### src/rtl/craft_round_constants_gen_pkg.sv
// Shared CRAFT round-constant definitions: LFSR seeds, FSM encodings and a
// constant-evaluable helper that returns the (a4,a3) LFSR pair for any round.
package craft_defs;

    localparam logic [3:0] RC4_INIT = 4'h1;
    localparam logic [2:0] RC3_INIT = 3'h1;
    localparam int         RC_W     = 8;

    localparam logic [1:0] ST_IDLE = 2'd0;
    localparam logic [1:0] ST_RUN  = 2'd1;
    localparam logic [1:0] ST_DONE = 2'd2;

    // Forward-steps the seeds r times; the 4-bit and 3-bit LFSRs have
    // periods 15 and 7, so only r mod 15 / r mod 7 steps are applied.
    function automatic logic [6:0] craft_rc_at_round(input int r);
        logic [3:0] a4;
        logic [2:0] a3;
        a4 = RC4_INIT;
        a3 = RC3_INIT;
        for (int i = 0; i < 15; i++) begin
            if (i < (r % 15)) a4 = {a4[1] ^ a4[0], a4[3:1]};
        end
        for (int i = 0; i < 7; i++) begin
            if (i < (r % 7)) a3 = {a3[1] ^ a3[0], a3[2:1]};
        end
        return {a4, a3};
    endfunction

endpackage

### src/rtl/craft_round_constants_gen_lfsr_step.sv
// One combinational step of the paired CRAFT round-constant LFSRs,
// forward (dir=0, encrypt order) or reverse (dir=1, decrypt order).
module craft_rc_lfsr_step (
    input  logic       dir,
    input  logic [3:0] a4,
    input  logic [2:0] a3,
    output logic [3:0] n4,
    output logic [2:0] n3
);

    always_comb begin
        if (!dir) begin
            n4 = {a4[1] ^ a4[0], a4[3:1]};
            n3 = {a3[1] ^ a3[0], a3[2:1]};
        end else begin
            n4 = {a4[2:0], a4[3] ^ a4[0]};
            n3 = {a3[1:0], a3[2] ^ a3[0]};
        end
    end

endmodule

### src/rtl/craft_round_constants_gen.sv
// CRAFT round-constant generator: UNROLL constants per enabled cycle in
// encrypt or decrypt order, with start/busy/last/done sequencing.
module craft_round_constants_gen
    import craft_defs::*;
#(
    parameter int  UNROLL     = 1,
    parameter int  NUM_ROUNDS = 32,
    localparam int RIDX_W     = $clog2(NUM_ROUNDS + 1)
) (
    input  logic                     clk,
    input  logic                     rst_n,
    input  logic                     ce,
    input  logic                     start,
    input  logic                     dec,
    output logic [RC_W*UNROLL-1:0]   rc,
    output logic [RIDX_W-1:0]        round_idx,
    output logic                     busy,
    output logic                     last,
    output logic                     done
);

    if ((NUM_ROUNDS % UNROLL) != 0 || !(UNROLL == 1 || UNROLL == 2 || UNROLL == 4)) begin : g_bad_cfg
        $error("craft_round_constants_gen: UNROLL must be 1/2/4 and divide NUM_ROUNDS");
    end

    localparam logic [6:0]        DEC_INIT = craft_rc_at_round(NUM_ROUNDS - 1);
    localparam logic [6:0]        ENC_INIT = {RC4_INIT, RC3_INIT};
    localparam logic [RIDX_W-1:0] STEP     = RIDX_W'(UNROLL);
    localparam logic [RIDX_W-1:0] LAST_IDX = RIDX_W'(NUM_ROUNDS - UNROLL);

    logic [1:0]        st_p0;
    logic [3:0]        a4_p0;
    logic [2:0]        a3_p0;
    logic              dir_p0;
    logic [RIDX_W-1:0] ridx_p0;

    // Step chain: entry k is lane-0 state advanced k times; the last entry
    // is the next lane-0 state once the whole group retires.
    logic [3:0] c4 [UNROLL+1];
    logic [2:0] c3 [UNROLL+1];

    assign c4[0] = a4_p0;
    assign c3[0] = a3_p0;

    for (genvar k = 0; k < UNROLL; k++) begin : g_step
        craft_rc_lfsr_step u_step (
            .dir (dir_p0),
            .a4  (c4[k]),
            .a3  (c3[k]),
            .n4  (c4[k+1]),
            .n3  (c3[k+1])
        );
    end

    assign busy      = (st_p0 == ST_RUN);
    assign last      = busy && (ridx_p0 == LAST_IDX);
    assign done      = (st_p0 == ST_DONE);
    assign round_idx = ridx_p0;

    always_comb begin
        rc = '0;
        if (busy) begin
            for (int k = 0; k < UNROLL; k++) begin
                rc[RC_W*k +: RC_W] = {c4[k], 1'b0, c3[k]};
            end
        end
    end

    // ---- state register: the only clocked stage ----
    always_ff @(posedge clk or negedge rst_n) begin
        if (!rst_n) begin
            st_p0   <= ST_IDLE;
            a4_p0   <= 4'h0;
            a3_p0   <= 3'h0;
            dir_p0  <= 1'b0;
            ridx_p0 <= '0;
        end else if (ce) begin
            case (st_p0)
                ST_IDLE: begin
                    if (start) begin
                        st_p0            <= ST_RUN;
                        dir_p0           <= dec;
                        {a4_p0, a3_p0}   <= dec ? DEC_INIT : ENC_INIT;
                        ridx_p0          <= '0;
                    end
                end
                ST_RUN: begin
                    a4_p0 <= c4[UNROLL];
                    a3_p0 <= c3[UNROLL];
                    if (last) begin
                        st_p0   <= ST_DONE;
                        ridx_p0 <= '0;
                    end else begin
                        ridx_p0 <= ridx_p0 + STEP;
                    end
                end
                ST_DONE: st_p0 <= ST_IDLE;
                default: st_p0 <= ST_IDLE;
            endcase
        end
    end

endmodule

### config.mk
export PLATFORM = sky130hd
export DESIGN_NAME = craft_round_constants_gen
export DESIGN_NICKNAME = d
export VERILOG_FILES = /design/src/rtl/craft_round_constants_gen_pkg.sv /design/src/rtl/craft_round_constants_gen_lfsr_step.sv /design/src/rtl/craft_round_constants_gen.sv
export SDC_FILE = /design/constraint.sdc
export NUM_CORES = 1
export LEC_CHECK = 0
export BUFFER_PORTS_ARGS = -buffer_cell sky130_fd_sc_hd__clkbuf_2
export CORE_UTILIZATION = 30
export DETAILED_ROUTE_END_ITERATION = 6
export HOLD_SLACK_MARGIN = 0.02
export PLACE_DENSITY = 0.49
export SETUP_SLACK_MARGIN = 0.05
export SYNTH_ARGS = -nofsm -noshare
export SYNTH_HDL_FRONTEND = slang
export SYNTH_HIERARCHICAL = 1
export SYNTH_SLANG_ARGS = --single-unit
### constraint.sdc
create_clock -name clk -period 2.1 [get_ports clk]
set_clock_uncertainty 0.15 [all_clocks]
set_input_delay 0.42 -clock clk [delete_from_list [all_inputs] [get_ports clk]]
set_output_delay 0.42 -clock clk [all_outputs]
set_load 0.005 [all_outputs]
==> results_dict.tcl, run 1 <==
set metrics [dict create \
    outcome "finished, final reports clean" \
    drt-pass1-iter-count 3 \
    fin_crit_ps 1977 \
    setup-tns-final_ps 0 \
    worstSetupStartpointType "register" \
    r2r_cells 4 \
    crit_fanout 9 \
    wirelength_um 2152 \
    drc_errors 0 \
    avgSynthCellArea_um2 10.22 \
    clkTransAtPathRegs_ps 90 \
    synth_flop_cell "dfrtp_1" \
    grt_pass1_wl_um 3567 \
    synth_most_common_cell "dfrtp_1" \
    crit_end "last" \
    timing.final.crit_share_pct 94.14 \
    cts_sinks 16 \
    track_usage_pct 14.05 \
    hold_viol_final 0 \
    core_area_mm2 0.003053 \
    vdd_ir_drop_max_v 0.0006032 \
    synth.distinct_cells 36 \
    diodes 0 \
    grt-ovfl-total 0 \
    path_cells "inv_1, nor4_4, buf_2" \
    cpPeakStageDelay_ps 490 \
    initial_core_util_pct 31.80 \
    setup_viol 0 \
    hpwl_um 1519 \
    cts_tree "built" \
    cts-root-buf "clkbuf_4" \
    placed_cell_area_mm2 0.001094 \
    maxSlewViolCount 0 \
    grt_pass1_vias 699 \
    rows 20 \
    die_h_um 58.89 \
    die_w_um 58.89 \
    wl_per_cell_um 13.37 \
    viasPerCell 4.727 \
    fillCellCount 332 \
    end_kind "output port" \
    cts.htree.levels 1 \
    synth_area_leaders "dfrtp_1 (41%), a22o_2 (5.2%), o21ai_0 (4.6%)" \
    yosysSeqAreaShare_pct 41.24 \
    synth-seq-cells 16 \
    r2r_start "st_p0[1]" \
    grt_max_degree 17 \
    drive_gt1_share_pct 38.46 \
    worstPathArrival_ps 1410 \
    hold_path_class "in2reg" \
    power.density_mw_per_mm2 1504 \
    netlist_instances 95 \
    antenna_found_initial 0 \
    cp-startpoint "st_p0[0]" \
    die_area_mm2 0.003468 \
    r2r_slack_ps 450 \
    final_antenna_net_count 0 \
    fmax_ghz 0.5058 \
    cts_buffers 3 \
    crit_required_ps 1530 \
    synth_top_cell_area_share_pct 41.24 \
    slowest_stage "dfrtp_1" \
    stdcell_area_mm2 0.001179 \
    gp_congestion 0.8040 \
    synth-edff-count 0 \
    netlist_area_um2 970.9 \
    pin_count 22 \
    area_delta_synth_final_pct 21.39 \
    insertion_delay_ps 280 \
    drtIter0Drc 11 \
    port_buffers 20 \
    yosys.area.top_type "dfrtp_1" \
    rsz0062_at_grt "no" \
    reg2reg_to "round_idx[4]" \
    crit_type "reg2out" \
    vias 761 \
    synthTopCellsByCount "dfrtp_1 (16), o21ai_0 (9), and2_1 (7)" \
    yosysWarnings 6 \
    fin_nets 125 \
    async_flop_share_pct 100.0 \
    p_leak_nw 0.5172 \
    clockBufferDepth 2 \
    drv_cap 0 \
    synth_nets 101 \
]
## repair_timing
item | in CTS | in global routing
resized for setup | 6 | 3
hold buffers | 1 | 0
setup endpoints to repair | 2 | 1
endpoints found under the hold margin | 16 | 0
buffers inserted | 2 | 0
pin swaps | 1 | 1
cloned | 0 | 0
## through the flow
stage	total power [W]	std cells	util, %	setup WS, ps	hold slack, ps
after floorplan	0.001276	95	-	470.5	-25.59
after global placement	0.001524	155	35.82	272.7	224.6
after detailed placement	0.001540	155	35.82	216.8	231.0
after CTS	0.001770	161	38.24	56.17	225.3
after global routing	0.001950	161	38.61	52.46	223.1
final	0.001773	161	38.61	123.0	226.5
## routing by layer
metal / routed length [µm] / part of all wire, % / track usage, % / up-vias
li1: - / - / - / 391
met1: 1047 / 49 / 19.78 / 353
met2: 1014 / 47 / 20.94 / 15
met3: 73 / 3.4 / 4.615 / 2
met4: 17 / 0.79 / 3.061 / 0
met5: 0 / 0 / 0 / -
## worst min-delay path by stage
stage / from / end / slack, ps / cells past startpoint
3_5_place_dp: rst_n / round_idx[1] / 230 / 1
4_1_cts: dec / dir_p0 / 230 / 2
6_report: dec / dir_p0 / 230 / 2
5_1_grt: dec / dir_p0 / 220 / 2
2_1_floorplan: rst_n / a3_p0[0] / -30 / 0
3_3_place_gp: rst_n / round_idx[5] / 220 / 1
## cells in the final DEF (no fill, tap or decap), types with 2 or more instances in the layout
cell / count
o211ai_1: 2
nand2b_1: 2
xnor2_1: 4
nand3_1: 2
a22o_2: 5
o21ai_0: 9
nor2_1: 4
clkbuf_4: 3
inv_1: 3
buf_4: 3
mux2_4: 3
nand2_1: 3
nor4_1: 2
mux2_2: 3
clkbuf_2: 19
a21oi_1: 5
dfrtp_1: 14
and2_1: 7
dfrtp_2: 2
## power by group
| part | internal [W] | switching, W | leakage, nW |
|---|---|---|---|
| clock | 0.0000666 | 0.0000919 | 0.0138 |
| combinational | 0.000545 | 0.000431 | 0.314 |
| sequential | 0.000445 | 0.000194 | 0.190 |
| total | 0.00106 | 0.000716 | 0.517 |
## area by class of cell
class | instances | area [µm²] | share of cell area [%]
multi-input combinational | 71 | 554.3 | 47.03
timing repair buffer | 24 | 132.6 | 11.25
tap | 44 | 55.05 | 4.671
clock buffer | 3 | 22.52 | 1.911
inverter | 3 | 11.26 | 0.9554
sequential | 16 | 402.9 | 34.18
## flip-flops by register name, indices dropped and copies added (netlist names)
signal     count
a3_p0          3
round_idx      6
a4_p0          4
st_p0          2
dir_p0         1
## worst max-delay path, delay by kind of cell, from the launching register on
kind | cells | cell delay, ps
simple gates | 1 | 320
flops | 1 | 490
buf+inv | 2 | 320
## kinds of logic after synthesis
logic type	share of synthesized area (%)
simple gates	21.13
compound gates	17.91
flops	41.24
buf+inv	5.284
mux	9.149
xor+xnor	3.608
fa+ha+maj	1.288
other cells	0.3862
Note: power is estimated with default switching activity, not from simulation.
==> run 2: changes to the inputs <==
==> constraint.sdc (replaced) <==
create_clock -name clk -period 2.1 [get_ports clk]
set_clock_uncertainty 0.15 [all_clocks]
set_input_delay 0.42 -clock clk [delete_from_list [all_inputs] [get_ports clk]]
set_output_delay 0.42 -clock clk [all_outputs]
set_load 0.02 [all_outputs]
==> run 2 against run 1 <==
Register-to-register slack barely moved. Combinational power rose by 20%. Final area rose by 1.6%. Total power rose by 14%. Setup slack got worse by 5.5 ps. Highest routed layer unchanged.
==> results_dict.tcl, run 2 (same netlist as run 1, synthesis figures left out) <==
set metrics [dict create \
    power.density_mw_per_mm2 1686 \
    insertion_delay_ps 280 \
    rsz0062_at_grt "no" \
    p_leak_nw 0.5272 \
    wirelength_um 2157 \
    reg2reg_to "round_idx[4]" \
    placed_cell_area_mm2 0.001101 \
    final_common_cell "clkbuf_2" \
    initial_core_util_pct 31.80 \
    wl_per_cell_um 13.31 \
    stdcell_area_mm2 0.001197 \
    grt_pass1_vias 725 \
    drv_cap 0 \
    hpwl_um 1544 \
    slowest_stage "dfrtp_1" \
    cts_sinks 16 \
    pin_count 22 \
    grt-ovfl-total 0 \
    crit_cells 4 \
    timing.final.crit_share_pct 94.40 \
    drive_gt1_share_pct 39.83 \
    final_antenna_net_count 0 \
    setup-tns-final_ps 0 \
    mostFrequentLayoutCells "clkbuf_2 (19), dfrtp_1 (13), o21ai_0 (9), and2_1 (7)" \
    drc_errors 0 \
    crit_fanout 6 \
    cts_tree "built" \
    fin_nets 125 \
    rows 20 \
    path_buf_inv 1 \
    worstPathArrival_ps 1410 \
    end_kind "output port" \
    die_area_mm2 0.003468 \
    drtIter0Drc 17 \
    diodes 0 \
    die_h_um 58.89 \
    fmax_ghz 0.5044 \
    fin_crit_ps 1982 \
    core_area_mm2 0.003053 \
    largest_reg_flops 6 \
    vias 798 \
    min-delay-start "dec" \
    hold_viol_final 0 \
    crit_end "last" \
    track_usage_pct 13.79 \
    vdd_ir_drop_max_v 0.0007394 \
    viasPerCell 4.926 \
    cts.htree.levels 1 \
    worstSetupStartpointType "register" \
    grt_pass1_wl_um 3546 \
    grt_max_degree 17 \
    die_w_um 58.89 \
    clkTransAtPathRegs_ps 100 \
    crit_required_ps 1530 \
    path_delay_family "flip-flops" \
    drt-pass1-iter-count 4 \
    r2r_start "st_p0[1]" \
    hold_path_class "in2reg" \
    r2r_cells 4 \
    cts_buffers 3 \
    crit_type "reg2out" \
    clockBufferDepth 2 \
    cpPeakStageDelay_ps 410 \
    antenna_found_initial 0 \
    cts-root-buf "clkbuf_4" \
    port_buffers 20 \
    outcome "finished, final reports clean" \
    r2r_slack_ps 440 \
    gp_congestion 0.7651 \
    path_cells "ha_4, nand3_4, nor4_4, buf_4" \
    setup_viol 0 \
    maxSlewViolCount 0 \
    cp-startpoint "round_idx[1]" \
    area_delta_synth_final_pct 23.32 \
]
## run 2: cell count changes in the layout (fill, tap and decap cells not counted), sizes merged
cell / change
clkbuf: +1
## run 2: what timing repair did
| action | CTS | global route |
|---|---|---|
| gates resized for setup | 4 | 8 |
| gates cloned | 0 | 0 |
| setup endpoints to repair | 8 | 8 |
| endpoints found under the hold margin | 16 | 0 |
| hold buffers | 1 | 0 |
| setup buffers | 1 | 0 |
## run 2: layout make-up
cell class	instances	area [µm²]
repair buffers	24	135.1
multi-input cells	71	555.5
clock buffers	4	36.28
well taps	44	55.05
inverters	3	11.26
fillers	328	1856
flip-flops and latches	16	404.1
## run 2: metrics by stage
| stage | util [%] | setup slack, ps | total power (W) | instances | hold slack [ps] |
|---|---|---|---|---|---|
| 2_1_floorplan | - | 109.9 | 0.001446 | 95 | -25.59 |
| 3_3_place_gp | 36.07 | 222.3 | 0.001710 | 156 | 227.7 |
| 3_5_place_dp | 36.07 | 182.1 | 0.001730 | 156 | 228.4 |
| 4_1_cts | 38.16 | 1.530 | 0.001973 | 162 | 223.9 |
| 5_1_grt | 39.22 | 48.66 | 0.002189 | 162 | 226.4 |
| 6_report | 39.22 | 117.5 | 0.002019 | 162 | 229.0 |
## run 2: worst min path at each step
stage,endpoint,slack [ps],depth (start not counted)
2_1_floorplan,a3_p0[0],-30,0
3_3_place_gp,round_idx[5],230,1
3_5_place_dp,round_idx[5],230,1
4_1_cts,dir_p0,220,2
5_1_grt,dir_p0,230,2
6_report,dir_p0,230,2
## run 2: layer usage
metal	GRT usage (%)	part of all wire (%)	up-vias
met5	0	0	-
met4	7.483	1.4	0
met3	2.418	3.1	4
met2	18.99	48	19
met1	20.28	47	381
li1	-	-	394
## run 2: report_power, final
group	internal (W)	switching, W	total, W
sequential	0.000446	0.000196	0.000642
combinational	0.000562	0.000605	0.00117
clock	0.000105	0.000105	0.000210
total	0.00111	0.000905	0.00202
